File: src/rtl/feed_array.sv
// Skewing row feeder for a systolic array edge: accepts full matrix rows and delays lane k by k cycles.
// Optional row counter output enabled by defining FEED_ARRAY_ROW_CNT_EN.
module feed_array #(
   parameter int unsigned SIZE     = 2,
   parameter int unsigned MAX_ROWS = 16,
   parameter int unsigned DATA_W   = 8,
   localparam int unsigned ROW_W   = $clog2(MAX_ROWS + 1)
) (
   input  logic                           clk_i,
   input  logic                           rst_i,
   input  logic                           start_i,
   input  logic [ROW_W-1:0]               rows_i,
   input  logic                           row_valid_i,
   input  logic [SIZE-1:0][DATA_W-1:0]    row_data_i,
   output logic                           row_ready_o,
   output logic [SIZE-1:0][DATA_W-1:0]    array_data_o,
   output logic [SIZE-1:0]                array_en_o,
   output logic                           busy_o,
`ifdef FEED_ARRAY_ROW_CNT_EN
   output logic                           done_o,
   output logic [ROW_W-1:0]               row_cnt_o
`else
   output logic                           done_o
`endif
);

   localparam int unsigned FC_W = (SIZE > 1) ? $clog2(SIZE) : 1;

   typedef enum logic [1:0] {
      S_IDLE,
      S_LOAD,
      S_FLUSH,
      S_DONE
   } state_t;

   state_t            state_q;
   logic [ROW_W-1:0]  remaining_q;
   logic [FC_W-1:0]   flush_cnt_q;
   logic              row_ready_q;
   logic              busy_q;
   logic              done_q;
   logic [ROW_W-1:0]  rows_clamp_d;
   logic              accept_d;

   // Oversized requests are limited to what the block is built for.
   always_comb begin
      rows_clamp_d = rows_i;
      if (rows_i > ROW_W'(MAX_ROWS)) begin
         rows_clamp_d = ROW_W'(MAX_ROWS);
      end
   end

   assign accept_d = row_valid_i & row_ready_q;

   // Control FSM; outputs are registered alongside the state.
   always_ff @(posedge clk_i) begin
      if (rst_i) begin
         state_q     <= S_IDLE;
         remaining_q <= '0;
         flush_cnt_q <= '0;
         row_ready_q <= 1'b0;
         busy_q      <= 1'b0;
         done_q      <= 1'b0;
      end else begin
         done_q <= 1'b0;
         case (state_q)
            S_IDLE: begin
               if (start_i) begin
                  busy_q <= 1'b1;
                  if (rows_i == '0) begin
                     state_q <= S_DONE;
                     done_q  <= 1'b1;
                  end else begin
                     state_q     <= S_LOAD;
                     remaining_q <= rows_clamp_d;
                     row_ready_q <= 1'b1;
                  end
               end
            end
            S_LOAD: begin
               if (accept_d) begin
                  remaining_q <= remaining_q - ROW_W'(1);
                  if (remaining_q == ROW_W'(1)) begin
                     state_q     <= S_FLUSH;
                     flush_cnt_q <= FC_W'(SIZE - 1);
                     row_ready_q <= 1'b0;
                  end
               end
            end
            S_FLUSH: begin
               if (flush_cnt_q == '0) begin
                  state_q <= S_DONE;
                  done_q  <= 1'b1;
               end else begin
                  flush_cnt_q <= flush_cnt_q - FC_W'(1);
               end
            end
            S_DONE: begin
               state_q <= S_IDLE;
               busy_q  <= 1'b0;
            end
            default: begin
               state_q     <= S_IDLE;
               row_ready_q <= 1'b0;
               busy_q      <= 1'b0;
            end
         endcase
      end
   end

   assign row_ready_o = row_ready_q;
   assign busy_o      = busy_q;
   assign done_o      = done_q;

   // Per-lane delay line of depth k+1; non-accept cycles enter as zero bubbles.
   for (genvar k = 0; k < SIZE; k++) begin : g_lane
      logic [DATA_W-1:0] dat_q [0:k];
      logic [k:0]        en_q;

      always_ff @(posedge clk_i) begin
         if (rst_i) begin
            for (int d = 0; d <= k; d++) begin
               dat_q[d] <= '0;
            end
            en_q <= '0;
         end else begin
            dat_q[0] <= accept_d ? row_data_i[k] : '0;
            en_q[0]  <= accept_d;
            for (int d = 1; d <= k; d++) begin
               dat_q[d] <= dat_q[d-1];
               en_q[d]  <= en_q[d-1];
            end
         end
      end

      assign array_data_o[k] = dat_q[k];
      assign array_en_o[k]   = en_q[k];
   end

`ifdef FEED_ARRAY_ROW_CNT_EN
   logic [ROW_W-1:0] row_cnt_q;

   // Rows taken for the current matrix; held once loading ends.
   always_ff @(posedge clk_i) begin
      if (rst_i) begin
         row_cnt_q <= '0;
      end else if (state_q == S_IDLE && start_i) begin
         row_cnt_q <= '0;
      end else if (accept_d) begin
         row_cnt_q <= row_cnt_q + ROW_W'(1);
      end
   end

   assign row_cnt_o = row_cnt_q;
`endif

endmodule

File: config.mk
export PLATFORM = sky130hd
export DESIGN_NAME = feed_array
export DESIGN_NICKNAME = d
export VERILOG_FILES = /design/src/rtl/feed_array.sv
export SDC_FILE = /design/constraint.sdc
export NUM_CORES = 1
export LEC_CHECK = 0
export ABC_AREA = 1
export BUFFER_PORTS_ARGS = -buffer_cell sky130_fd_sc_hd__buf_2
export CAP_MARGIN = 15
export CORE_ASPECT_RATIO = 0.5
export CORE_MARGIN = 1.5
export CORE_UTILIZATION = 52
export CTS_BUF_LIST = sky130_fd_sc_hd__clkbuf_4 sky130_fd_sc_hd__clkbuf_8
export CTS_CLUSTER_SIZE = 8
export DETAILED_ROUTE_END_ITERATION = 12
export GPL_TIMING_DRIVEN = 1
export PLACE_DENSITY = 0.81
export SYNTH_ARGS = -nofsm -noshare
export SYNTH_HDL_FRONTEND = slang
export SYNTH_SLANG_ARGS = --single-unit
File: constraint.sdc
create_clock -name clk_i -period 1.9 [get_ports clk_i]
set_clock_uncertainty 0.1 [all_clocks]
set_input_delay 0.475 -clock clk_i [delete_from_list [all_inputs] [get_ports clk_i]]
set_output_delay 0.475 -clock clk_i [all_outputs]
set_load 0.03 [all_outputs]
==> results by group, run 1 <==
Outcome
  • Run status: finished, final reports clean

Timing
  • FMAX: between 600 and 700 MHz
  • RSZ-0062 raised after global routing: false
  • # setup viols final: 0
  • Setup TNS: 0 ns
  • Max-slew violation total from the final report: 0
  • Minimum period implied by the final worst setup slack: roughly 1.7 ns
  • Hold Fails Final Rpt: 0
  • Relative slew slack: 0.694
  • Actual slew at the worst max-slew pin: 0.458 ns
  • Share of the cycle needed by the critical path after routing: 0.877

Yosys
  • Synthesized instance count: ~200
  • Synthesized area: 0.00152 mm2
  • Synthesis Warnings: 0
  • Total nets after synthesis: around 230
  • Count of unique library cells instantiated by Yosys: 24
  • Flip-flop and latch count after synthesis: 37
  • Number of enable-type register cells in the synthesized netlist: 0
  • Most frequently used flop master after synthesis: dfxtp_1
  • Async set-reset flop share out of synthesis: 0
  • Post-synthesis average cell area: approximately 7.5 um2
  • Sequential element share of the synthesized area: 0.488

Global route
  • Vias in the first global route: around 990
  • Total global-route track usage: 0.166
  • Pin count of the biggest net entering global routing: 17
  • Leftover overflow at the end of global routing: 0
  • Number of antenna violations at the first check in global routing: 0
  • Global-route wire length before repair: just under 4 mm

Placed design
  • Final Wtd Congestion: roughly 0.8
  • Count of buffers inserted at the top-level ports: 45
  • Placed instance area: 0.00171 mm2
  • HPWL after DPL: 2.01 mm

Setup path
  • Crit-path max FO: 8
  • Type of the setup path with the least slack: reg2reg
  • Required time at the worst-slack endpoint: slightly below 2 ns
  • Critical Path AT: ~1.8 ns
  • CP Launch Type: register
  • Reg2reg end: row_ready_o$_SDFFE_PP0P_
  • Destination of the critical timing path: row_ready_o$_SDFFE_PP0P_
  • Slack of the worst reg-to-reg path: about 0.23 ns
  • Worst reg2reg path startpoint: state_q[1]$_SDFFE_PP0P_
  • Worst Reg-to-Reg Cells: 9
  • Category of the worst setup path capture point: register
  • Critical Path Source: state_q[1]$_SDFFE_PP0P_

Power
  • Peak supply drop: just under 0.6 mV
  • Static leakage: approximately 0.99 nW
  • Total power density per cell area: about 1400 mW/mm2

Layout
  • Share of post-route cells with drive strength above 1: 0.240
  • Cell area after layout: roughly 0.0018 mm2
  • Layout overhead on the synthesized area: 18.5%
  • Number of nets at the end of the flow: approximately 270
  • Count of inserted antenna diode cells: 0

Clock network
  • Max clock buf depth: 2
  • Setup repair bufs after CTS: 0
  • Number of hold-repair buffers added at the cts stage: 0
  • CTS H-tree lvls: 2
  • TritonCTS clock tree: yes
  • Clk sinks: 37
  • Worst-path clk slew: about 0.08 ns
  • Number of CTS-inserted buffers: 5
  • Resized cells post-CTS: 0
  • Clk root buf: clkbuf_8
  • Worst-skew pair later-pin latency: between 0.2 and 0.3 ns

Detailed routing
  • Remaining DRCs: 0
  • Met2 layer wire length in the routed design: around 1.2 mm
  • DR top layer: met4
  • Total Wirelength: between 2 and 3 mm
  • TritonRoute pass-1 iters: 4
  • Detail-routed via count per cell: ~4.4
  • Via count of the routed design: 1241
  • Drt initial violations: 48
  • Met1 layer wirelength in the final routing: 1.20 mm
  • Post-route ant nets: 0
  • WL/cell: roughly 9.4 um
  • Met3 routed wirelength: between 150 and 200 um

Die
  • Initial standard-cell utilization of the core: 0.565
  • Area of the die: around 0.0033 mm2
  • Die width: roughly 79 um
  • Vertical die dimension: around 41 um
  • Core area: 0.00268 mm2
  • Number of placed I/O pins: 46
  • Number of core rows: 13

Flow run
  • Total of max-cap violations: 0

Worst hold path
  • Hold/Removal Path Class: in2reg
==> area by class of cell <==
cell class                 count  area, um2
tap                           37       46.3
inverter                      41        154
fill                         249        887
timing repair buffer          45        225
sequential                    37        741
multi-input combinational    111        541
clock inverter                 3       21.3
clock buffer                   5       68.8
==> layout by cell type (no fill, tap or decap) <==
| master | synthesis | layout |
|---|---|---|
| nor2_1 | 47 | 47 |
| buf_2 | 1 | 45 |
| inv_1 | 39 | 39 |
| dfxtp_1 | 37 | 37 |
| nand2_1 | 32 | 32 |
| ha_1 | 6 | 6 |
| nand4_1 | 5 | 5 |
| nand3_1 | 5 | 5 |
| clkbuf_8 | 0 | 5 |
| o21ai_0 | 4 | 4 |
| a21oi_1 | 3 | 3 |
| inv_2 | 1 | 1 |
| o22ai_1 | 1 | 1 |
| clkinv_1 | 1 | 1 |
| and2_1 | 1 | 1 |
| or2_4 | 1 | 1 |
| nand2_4 | 1 | 1 |
| nand2_2 | 1 | 1 |
| nand3b_4 | 1 | 1 |
| a31oi_1 | 1 | 1 |
| nor3_1 | 1 | 1 |
| a211oi_1 | 1 | 1 |
| clkinv_2 | 0 | 1 |
| inv_6 | 0 | 1 |
| clkinvlp_4 | 0 | 1 |
==> synth_stat cells (all sizes together) (2+ instances only) <==
library cell	number	share of area
ha	6	0.050
dfxtp	37	0.49
nand4	5	0.021
inv	40	0.099
buf	10	0.048
a21oi	3	0.0099
o21ai	4	0.013
clkbuf	2	0.0058
nor2	47	0.12
nand2	34	0.091
nand3	5	0.016
==> through the flow <==
stage	utilization	power, mW	hold WS, ns	setup slack, ns	instances
after floorplan	-	1.82	0.288	0.453	201
after global placement	0.636	1.99	0.290	0.347	271
after detailed placement	0.636	2.04	0.292	0.240	271
after CTS	0.669	2.59	0.288	0.237	279
after global routing	0.669	2.78	0.290	0.0644	279
final	0.669	2.58	0.294	0.235	279
==> state kept, by name, summed over array words and instances, names as in the netlist <==
| name | count |
|---|---|
| busy_o | 1 |
| done_o | 1 |
| flush_cnt_q | 1 |
| g_lane.dat_q | 24 |
| g_lane.en_q | 2 |
| remaining_q | 5 |
| row_ready_o | 1 |
| state_q | 2 |
==> kinds of logic after synthesis <==
kind of cell | Yosys count | share of synthesized area
AO/OA/AOI/OAI | 10 | 0.0363
buffers and inverters | 53 | 0.155
AND/OR/NAND/NOR | 95 | 0.271
flip-flops | 37 | 0.488
adder cells (fa/ha/maj) | 6 | 0.0495
==> how the worst min path moves through the flow <==
stage / from / end / cells past startpoint
floorplan: g_lane[1].dat_q[0][2]$_SDFF_PP0_ / g_lane[1].dat_q[0][10]$_SDFF_PP0_ / 2
global placement: g_lane[1].dat_q[0][7]$_SDFF_PP0_ / g_lane[1].dat_q[0][15]$_SDFF_PP0_ / 2
detailed placement: g_lane[1].dat_q[0][2]$_SDFF_PP0_ / g_lane[1].dat_q[0][10]$_SDFF_PP0_ / 2
CTS: row_data_i[14] / g_lane[1].dat_q[0][6]$_SDFF_PP0_ / 3
global route: row_data_i[0] / g_lane[0].dat_q[0][0]$_SDFF_PP0_ / 3
finish: row_data_i[10] / g_lane[1].dat_q[0][2]$_SDFF_PP0_ / 3
==> report_power, final <==
part / total, mW / internal (mW) / switching, mW
sequential: 0.975 / 0.904 / 0.0705
combinational: 1.05 / 0.375 / 0.679
clock: 0.547 / 0.260 / 0.287
total: 2.58 / 1.54 / 1.04
==> per-layer routing <==
metal | GRT usage | up-vias
met2 | 0.316 | 40
met1 | 0.181 | 534
met4 | 0.0658 | 0
met5 | 0 | -
li1 | - | 665
met3 | 0.0578 | 2
==> worst max-delay path: stages (launching register included) <==
cell	delay (ns)
dfxtp_1	0.33
inv_1	0.10
ha_1	0.37
inv_1	0.12
nand2_1	0.13
nand2_1	0.09
nor2_1	0.15
nand2_1	0.06
nand2_1	0.07
nor2_1	0.05
(Power assumes the default switching activity.)
==> run 2, diff against run 1 <==
--- a/config.mk
+++ b/config.mk
@@ -10,12 +10,12 @@
 export CAP_MARGIN = 15
 export CORE_ASPECT_RATIO = 0.5
 export CORE_MARGIN = 1.5
-export CORE_UTILIZATION = 52
-export CTS_BUF_LIST = sky130_fd_sc_hd__clkbuf_4 sky130_fd_sc_hd__clkbuf_8
+export CORE_UTILIZATION = 50
+export CTS_BUF_LIST = sky130_fd_sc_hd__clkbuf_16
 export CTS_CLUSTER_SIZE = 8
 export DETAILED_ROUTE_END_ITERATION = 12
 export GPL_TIMING_DRIVEN = 1
-export PLACE_DENSITY = 0.81
+export PLACE_DENSITY = 0.78
 export SYNTH_ARGS = -nofsm -noshare
 export SYNTH_HDL_FRONTEND = slang
 export SYNTH_SLANG_ARGS = --single-unit
==> results by group, run 2 (synthesis results as in run 1) <==
Outcome
  • Run status: finished, final reports clean

Setup path
  • Worst reg2reg path startpoint: state_q[1]$_SDFFE_PP0P_
  • Type of the setup path with the least slack: reg2reg
  • Critical Path AT: 1.81 ns (+0.06 ns)
  • Crit-path max FO: 8 (unchanged)
  • Critical Path Source: state_q[1]$_SDFFE_PP0P_
  • CP Launch Type: register
  • Required time at the worst-slack endpoint: 1.97 ns (about the same)
  • Category of the worst setup path capture point: register

Clock network
  • CTS H-tree lvls: 2 (unchanged)
  • TritonCTS clock tree: yes
  • Clk root buf: clkbuf_16
  • Number of CTS-inserted buffers: 5 (unchanged)
  • Worst-path clk slew: 0.05 ns (-0.03 ns)
  • Number of hold-repair buffers added at the cts stage: 0 (unchanged)
  • Resized cells post-CTS: 0 (unchanged)
  • Worst-skew pair later-pin latency: 0.27 ns (about the same)
  • Max clock buf depth: 2 (unchanged)
  • Clk sinks: 37 (unchanged)
  • Setup repair bufs after CTS: 0 (unchanged)

Layout
  • Most used cells in the layout excluding fill and tap cells: nor2_1 (47), buf_2 (45), inv_1 (40)
  • Post-route non-filler standard cell count: 279 (unchanged)
  • Flip-flop count of the largest register, all copies and words added: 24 (unchanged)
  • Register with the most flip-flops: g_lane.dat_q
  • Most common cell after layout, fill and taps aside: nor2_1
  • Number of nets at the end of the flow: 272 (unchanged)
  • Share of post-route cells with drive strength above 1: 0.231 (-0.00826)
  • Top Registers: g_lane.dat_q (24), remaining_q (5)
  • Layout overhead on the synthesized area: 23.3%
  • Count of inserted antenna diode cells: 0 (unchanged)
  • Cell area after layout: 0.00187 mm2 (+4.0%)

Global route
  • Vias in the first global route: 1211 (+22%)
  • Number of antenna violations at the first check in global routing: 0 (unchanged)
  • Total global-route track usage: 0.189 (+0.0232)
  • Leftover overflow at the end of global routing: 0 (unchanged)
  • Pin count of the biggest net entering global routing: 17 (unchanged)
  • Global-route wire length before repair: 4.90 mm (+24%)

Timing
  • Actual slew at the worst max-slew pin: 0.461 ns (+0.00256 ns)
  • Setup TNS: 0 ns (unchanged)
  • Hold Fails Final Rpt: 0 (unchanged)
  • Relative slew slack: 0.692 (-0.00171)
  • Hold_ws: 0.301 ns (+0.00716 ns)
  • Max-slew violation total from the final report: 0 (unchanged)
  • Share of the cycle needed by the critical path after routing: 0.917 (+0.0410)
  • RSZ-0062 raised after global routing: false
  • Minimum period implied by the final worst setup slack: 1.74 ns (+0.0778 ns)
  • FMAX: 574 MHz (-4.5%)
  • Final WS setup: 0.157 ns (-0.0778 ns)
  • # setup viols final: 0 (unchanged)

Die
  • Number of core rows: 13 (unchanged)
  • Area of the die: 0.00339 mm2 (+3.8%)
  • Vertical die dimension: 41.9 um (+1.8%)
  • Number of placed I/O pins: 46 (unchanged)
  • Core area: 0.00273 mm2 (+1.8%)
  • Die width: 80.9 um (+1.9%)
  • Initial standard-cell utilization of the core: 0.555 (-0.0101)

Detailed routing
  • Detail-routed via count per cell: 4.57 (+2.7%)
  • Via count of the routed design: 1275 (+2.7%)
  • WL/cell: 10.3 um (+9.7%)
  • TritonRoute pass-1 iters: 4 (unchanged)
  • Remaining DRCs: 0 (unchanged)
  • Total Wirelength: 2.87 mm (+9.7%)
  • Drt initial violations: 61 (+27%)
  • Post-route ant nets: 0 (unchanged)

Worst hold path
  • Hold/Removal Path Class: reg2reg
  • Worst Min Path Start: g_lane[1].dat_q[0][2]$_SDFF_PP0_

Flow run
  • Total of max-cap violations: 0 (unchanged)

Placed design
  • Placed instance area: 0.00171 mm2 (unchanged)
  • Worst setup slack before clock tree synthesis: 0.230 ns (-0.00936 ns)
  • Count of buffers inserted at the top-level ports: 45 (unchanged)
  • Final Wtd Congestion: 0.809 (-1.3%)
  • Post-placement cell count: 271 (unchanged)
  • HPWL after DPL: 2.03 mm (+0.87%)

Power
  • Peak supply drop: 0.647 mV (+12%)
  • Total power density per cell area: 1570 mW/mm2 (+9.5%)
  • Static leakage: 1.03 nW (+3.9%)
## run 2: cell types whose count changed in the layout (fill, tap and decap cells not counted), sizes merged
cell | before | now
bufinv | 0 | 1
clkinvlp | 1 | 0
## run 2: report_power, final
part | internal (mW) | switching (mW)
Clock | 0.608 | 0.285
Sequential | 0.907 | 0.0731
Combinational | 0.375 | 0.688
Total | 1.89 | 1.05
## run 2: cell type report
| class | count | area (um2) |
|---|---|---|
| Clock buffer | 5 | 125 |
| Inverter | 41 | 154 |
| Multi-Input combinational cell | 111 | 541 |
| Fill cell | 234 | 863 |
| Clock inverter | 3 | 37.5 |
| Timing Repair Buffer | 45 | 225 |
| Tap cell | 37 | 46.3 |
| Sequential cell | 37 | 741 |
## run 2: routing by layer
metal	wire, um	vias up	global-route usage
met2	1500	30	0.348
li1	-	668	-
met4	19	0	0.0793
met1	1230	575	0.199
met5	0	-	0
met3	119	2	0.0593
## run 2: critical path, cell delays in order (launching register included)
cell	delay, ns
dfxtp_1	0.32
inv_1	0.10
ha_1	0.40
inv_1	0.12
nand2_1	0.14
nand2_1	0.09
nor2_1	0.15
nand2_1	0.08
nand2_1	0.08
nor2_1	0.04
## run 2: final timing paths
| check | endpoint | cells after the start | slack, ns |
|---|---|---|---|
| hold reg to reg | g_lane[1].dat_q[0][10]$_SDFF_PP0_ | 2 | 0.30 |
| setup reg to reg | row_ready_o$_SDFFE_PP0P_ | 9 | 0.16 |
| hold / removal | g_lane[1].dat_q[0][10]$_SDFF_PP0_ | 2 | 0.30 |
| setup / recovery | row_ready_o$_SDFFE_PP0P_ | 9 | 0.16 |
## run 2: per-stage QoR
step,total power [mW],util
after floorplan,1.82,-
after global placement,2.00,0.625
after detailed placement,2.03,0.625
after CTS,2.95,0.684
after global routing,3.16,0.684
final,2.94,0.684
